**config.mk**
```make
export PLATFORM = sky130hd
export DESIGN_NAME = hazard_ctrl_unit
export DESIGN_NICKNAME = d
export VERILOG_FILES = /design/src/rtl/hazard_ctrl_unit_pkg.sv /design/src/rtl/hazard_ctrl_unit_long_op_sequencer.sv /design/src/rtl/hazard_ctrl_unit.sv
export SDC_FILE = /design/constraint.sdc
export NUM_CORES = 1
export LEC_CHECK = 0
export ABC_AREA = 1
export BUFFER_PORTS_ARGS = -buffer_cell sky130_fd_sc_hd__buf_2
export CORE_MARGIN = 8
export CORE_UTILIZATION = 53
export CTS_BUF_LIST = sky130_fd_sc_hd__clkbuf_8
export DETAILED_ROUTE_END_ITERATION = 16
export PLACE_DENSITY = 0.87
export SYNTH_ARGS = -nofsm -noshare
export SYNTH_HDL_FRONTEND = slang
export SYNTH_SLANG_ARGS = --single-unit
export TNS_END_PERCENT = 10
```
**constraint.sdc**
```tcl
create_clock -name clk -period 4.2 [get_ports clk]
set_input_delay 0 -clock clk [delete_from_list [all_inputs] [get_ports clk]]
set_output_delay 0 -clock clk [all_outputs]
set_load 0.01 [all_outputs]
```
**src/rtl/hazard_ctrl_unit_pkg.sv**
```systemverilog
// Shared encodings for the hazard controller: forwarding mux selects and long-op FSM states.
package hazard_ctrl_unit_pkg;

  localparam logic [1:0] FWD_RF = 2'b00;
  localparam logic [1:0] FWD_W  = 2'b01;
  localparam logic [1:0] FWD_M  = 2'b10;

  typedef enum logic {
    LOP_IDLE = 1'b0,
    LOP_BUSY = 1'b1
  } lop_state_e;

endpackage

```
**src/rtl/hazard_ctrl_unit_long_op_sequencer.sv**
```systemverilog
// Sequences a multi-cycle execute op: stalls for LONG_LAT-1 cycles, then flags the result valid.
// Zero-cycle combinational outputs from registered state; async active-high reset returns to IDLE.
module long_op_sequencer
  import hazard_ctrl_unit_pkg::*;
#(
  parameter int LONG_LAT = 4
) (
  input  logic clk,
  input  logic rst,
  input  logic long_op_i,
  output logic long_stall_o,
  output logic long_done_o
);

  // Width is floored at 1 so the LONG_LAT==1 build still has a legal counter.
  localparam int CNT_W = (LONG_LAT > 1) ? $clog2(LONG_LAT) : 1;
  localparam logic [CNT_W-1:0] CNT_INIT = CNT_W'((LONG_LAT > 1) ? (LONG_LAT - 2) : 0);
  localparam bit MULTI = (LONG_LAT > 1);

  lop_state_e       state_q, state_d;
  logic [CNT_W-1:0] cnt_q, cnt_d;

  always_ff @(posedge clk or posedge rst) begin
    if (rst) begin
      state_q <= LOP_IDLE;
      cnt_q   <= '0;
    end else begin
      state_q <= state_d;
      cnt_q   <= cnt_d;
    end
  end

  always_comb begin
    state_d      = state_q;
    cnt_d        = cnt_q;
    long_stall_o = 1'b0;
    long_done_o  = 1'b0;
    case (state_q)
      LOP_IDLE: begin
        if (long_op_i) begin
          if (MULTI) begin
            long_stall_o = 1'b1;
            state_d      = LOP_BUSY;
            cnt_d        = CNT_INIT;
          end else begin
            long_done_o = 1'b1;
          end
        end
      end
      LOP_BUSY: begin
        // LongOpE still high on the final cycle is the same op, so no restart here.
        if (cnt_q != '0) begin
          long_stall_o = 1'b1;
          cnt_d        = cnt_q - CNT_W'(1);
        end else begin
          long_done_o = 1'b1;
          state_d     = LOP_IDLE;
        end
      end
      default: state_d = LOP_IDLE;
    endcase
  end

endmodule

```
**src/rtl/hazard_ctrl_unit.sv**
```systemverilog
// Pipeline hazard control: M/W forwarding, load-use stall, branch flush, long-op freeze, stall counter.
// All control outputs combinational; StallCount registered and saturating.
module hazard_ctrl_unit
  import hazard_ctrl_unit_pkg::*;
#(
  parameter int REG_ADDR_W = 5,
  parameter int LONG_LAT   = 4,
  parameter int STAT_W     = 16
) (
  input  logic                  clk,
  input  logic                  rst,
  input  logic [REG_ADDR_W-1:0] Rs1_D,
  input  logic [REG_ADDR_W-1:0] Rs2_D,
  input  logic [REG_ADDR_W-1:0] Rs1_E,
  input  logic [REG_ADDR_W-1:0] Rs2_E,
  input  logic [REG_ADDR_W-1:0] RD_E,
  input  logic [REG_ADDR_W-1:0] RD_M,
  input  logic [REG_ADDR_W-1:0] RD_W,
  input  logic                  RegWriteM,
  input  logic                  RegWriteW,
  input  logic                  ResultSrcE,
  input  logic                  PCSrcE,
  input  logic                  LongOpE,
  output logic [1:0]            ForwardAE,
  output logic [1:0]            ForwardBE,
  output logic                  StallF,
  output logic                  StallD,
  output logic                  StallE,
  output logic                  FlushD,
  output logic                  FlushE,
  output logic                  FlushM,
  output logic                  LongDoneE,
  output logic [STAT_W-1:0]     StallCount
);

  logic              lw_stall;
  logic              long_stall;
  logic [STAT_W-1:0] stall_cnt_q, stall_cnt_d;

  long_op_sequencer #(.LONG_LAT(LONG_LAT)) u_seq (
    .clk          (clk),
    .rst          (rst),
    .long_op_i    (LongOpE),
    .long_stall_o (long_stall),
    .long_done_o  (LongDoneE)
  );

  // M is the younger producer, so it wins over W; x0 is never forwarded.
  always_comb begin
    ForwardAE = FWD_RF;
    if (RegWriteM && (RD_M != '0) && (RD_M == Rs1_E))      ForwardAE = FWD_M;
    else if (RegWriteW && (RD_W != '0) && (RD_W == Rs1_E)) ForwardAE = FWD_W;
    ForwardBE = FWD_RF;
    if (RegWriteM && (RD_M != '0) && (RD_M == Rs2_E))      ForwardBE = FWD_M;
    else if (RegWriteW && (RD_W != '0) && (RD_W == Rs2_E)) ForwardBE = FWD_W;
  end

  assign lw_stall = ResultSrcE && (RD_E != '0) && ((RD_E == Rs1_D) || (RD_E == Rs2_D));

  always_comb begin
    StallF = 1'b0;
    StallD = 1'b0;
    StallE = 1'b0;
    FlushD = 1'b0;
    FlushE = 1'b0;
    FlushM = 1'b0;
    if (long_stall) begin
      StallF = 1'b1;
      StallD = 1'b1;
      StallE = 1'b1;
      FlushM = 1'b1;
    end else if (PCSrcE) begin
      FlushD = 1'b1;
      FlushE = 1'b1;
    end else if (lw_stall) begin
      StallF = 1'b1;
      StallD = 1'b1;
      FlushE = 1'b1;
    end
  end

  always_comb begin
    stall_cnt_d = stall_cnt_q;
    if (StallF && (stall_cnt_q != '1)) stall_cnt_d = stall_cnt_q + STAT_W'(1);
  end

  always_ff @(posedge clk or posedge rst) begin
    if (rst) stall_cnt_q <= '0;
    else     stall_cnt_q <= stall_cnt_d;
  end

  assign StallCount = stall_cnt_q;

endmodule

```
==> results.sh <==
export IMPL_max_stage_delay_ps=420
export IMPL_antenna_left=0
export IMPL_cts_buffers=3
export IMPL_power_leakage_nw=1.169
export IMPL_num_io_pins=69
export IMPL_rows=20
export IMPL_hold_class="input pin to register"
export IMPL_p_per_area_mw_per_mm2=376.4
export IMPL_cts_clk_slew_worst_paths_ps=70
export IMPL_finalSetupViolCount=0
export IMPL_grt_pass1_wl_um=7058
export IMPL_maxSlewHeadroom_pct=51.65
export IMPL_port_buffers=68
export IMPL_critPathBufInv=0
export IMPL_startpoint_type="register"
export IMPL_area_growth_pct=24.20
export IMPL_yosysWarnings=0
export IMPL_cts_sinks=19
export IMPL_diodes=0
export IMPL_syn_nets=285
export IMPL_clk_latency_ps=250
export IMPL_grtUsageTotal_pct=16.38
export IMPL_initialDrtViolationCount=73
export IMPL_period_needed_ps=1755
export IMPL_firstDrtPassIters=4
export IMPL_required_ps=4350
export IMPL_drive_above_1_share_pct=27.83
export IMPL_postCtsSetupRepairBufs=0
export IMPL_crit_path_top_delay_cell="dfrtp_1"
export IMPL_netlist_instances=241
export IMPL_slew_viol_final=0
export IMPL_vias=1669
export IMPL_ys_seq_area_share_pct=29.10
export IMPL_fin_nets=354
export IMPL_worstSetupPathType="register to register"
export IMPL_wire_per_inst_um=11.54
export IMPL_cpLargestDelayFamily="simple AND/OR/NAND/NOR gates"
export IMPL_overflow=0
export IMPL_die_w_um=71.53
export IMPL_wirelength_um=3947
export IMPL_worstMarginPinSlew_ps=724.5
export IMPL_crit_path_frequent_cell="nand2_1"
export IMPL_gp_congestion=0.8167
export IMPL_antenna_found_initial=0
export IMPL_post_route_util_pct=67.58
export IMPL_maxCapViolations=0
export IMPL_crit_chain="ha_1, nand3_2, nor2_4, nand4_2, nand2_1, nor2_1, nand3_1, nand2_1"
export IMPL_dp_hpwl_um=3289
export IMPL_dieArea_sq_mm=0.005116
export IMPL_drc=0
export IMPL_cts_max_level=1
export IMPL_finalCritPeriodShare_pct=41.79
export IMPL_tns_ps=0
export IMPL_outcome="finished, final reports clean"
export IMPL_fillers=272
export IMPL_grt_max_degree=26
export IMPL_yosysUniqueCellTypes=27
export IMPL_via_per_inst=4.880
export IMPL_synth_ff_latch_count=19
export IMPL_cts_tree="built"
export IMPL_finalHoldViolCount=0
export IMPL_cts_repair_resized=0
export IMPL_cts_root_buf="clkbuf_8"
export IMPL_fp_coreArea_sq_mm=0.003003
export IMPL_grt_pass1_vias=1686
export IMPL_whs_ps=228.2
export IMPL_die_h_um=71.53
export IMPL_clock_skew_final_ps=0.8942
export IMPL_path_max_fanout=14
export IMPL_start_util_pct=54.42
export IMPL_avgSynthCellArea_sq_um=6.780
export IMPL_netlist_area_sq_mm=0.001634
export IMPL_arrival_ps=1910
export IMPL_ir_drop_uv=210.5
export IMPL_rsz0062_at_grt="no"
export IMPL_max_clock_path_buffers=2
export IMPL_cp_end_kind="register"
export IMPL_fmax_ghz=0.5698
-- logic make-up (layout without fill, tap and decap cells) --
family / Yosys count / in the layout / share of synthesized area [%]
buffers and inverters: 40 / 108 / 10.64
xor gates and xnor gates: 30 / 30 / 16.08
adders and majority gates: 2 / 2 / 1.531
and+or+nand+nor: 144 / 144 / 40.66
DFF: 19 / 19 / 29.10
AOI/OAI and AO/OA: 6 / 6 / 1.991
-- metrics by stage --
| step | cell area (sq um) | power [mW] | cells | worst slack (ps) |
|---|---|---|---|---|
| after detailed placement | 1973 | 0.6431 | 337 | 2479 |
| after floorplan | 1634 | 0.5423 | 241 | 2712 |
| final | 2029 | 0.7639 | 342 | 2445 |
| after global placement | 1973 | 0.6295 | 337 | 2516 |
| after global routing | 2029 | 0.8315 | 342 | 2222 |
| after CTS | 2029 | 0.7737 | 342 | 2467 |
-- cells in the mapped netlist --
library cell,n,area [sq um]
nand2_4,1,11.26
nand3_1,25,125.1
buf_2,1,5.000
inv_2,3,11.26
xnor2_1,17,148.9
nand4_1,2,12.51
nor2_4,1,11.26
nor3_2,1,10.01
nor4_1,2,12.51
a21oi_1,1,5.000
nor3_1,8,40.04
nand4_2,1,12.51
nor2_1,18,67.56
o21ai_0,4,20.02
dfrtp_1,19,475.5
nor3_4,1,16.27
xor2_1,13,113.9
nand2_1,78,292.8
buf_4,2,15.01
a22oi_1,1,7.510
clkinv_1,2,7.510
ha_1,2,25.02
inv_1,30,112.6
nand2_2,1,6.260
buf_6,2,22.52
nand3_2,4,40.04
nor2_2,1,6.260
-- registers in the layout (all words and copies together), names as in the netlist --
name	count
u_seq.state_q	1
u_seq.cnt_q	2
StallCount	16
-- per-layer routing --
layer	share of wire [%]	global-route usage [%]
met2	50	29.80
met1	43	18.36
met4	1.3	4.308
met3	5.7	4.184
met5	0	0
-- where the power goes --
part	internal (mW)	switching, mW
clock	0.0660	0.0609
combinational	0.142	0.227
sequential	0.225	0.0431
-- worst register-to-register path, delay by kind of cell (launching register included) --
kind          cells  cell delay (ps)
simple gates      7             1010
flops             1              420
fa+ha+maj         1              220
-- repair_timing --
action	4_1_cts	5_1_grt
endpoints found under the hold margin	19	0
endpoints found under the setup margin	0	0
hold buffers	1	0
-- placed cells by master (no fill, tap or decap), drive strengths merged --
master and count:
nor4 2, o21ai 4, nand4 3, xor2 13, nand2 80, nand3 29, a22oi 1, dlygate4sd3 1
clkbuf 3, inv 33, dfrtp 19, ha 2, xnor2 17, buf 68, clkinv 3, nor2 20
a21oi 1, nor3 10
-- area by class of cell --
cell class	count	area (sq um)	share of cell area (%)
sequential	19	475.5	23.43
tap	33	41.29	2.035
clock buffer	3	41.29	2.035
inverter	35	131.4	6.473
multi-input combinational	182	984.7	48.52
clock inverter	1	5.005	0.2466
timing repair buffer	69	350.3	17.26
-- final timing paths --
path                                start  depth (start not counted)              to  slack, ps
hold reg to reg            StallCount[15]                          2  StallCount[15]        490
setup reg to reg            StallCount[0]                          8   StallCount[9]       2440
min in group asynchronous             rst                          3  u_seq.cnt_q[0]        440
hold / removal                    LongOpE                          3  u_seq.cnt_q[1]        230
setup / recovery            StallCount[0]                          8   StallCount[9]       2440
max in group asynchronous             rst                          3   StallCount[5]       3310
(Power assumes the default switching activity.)
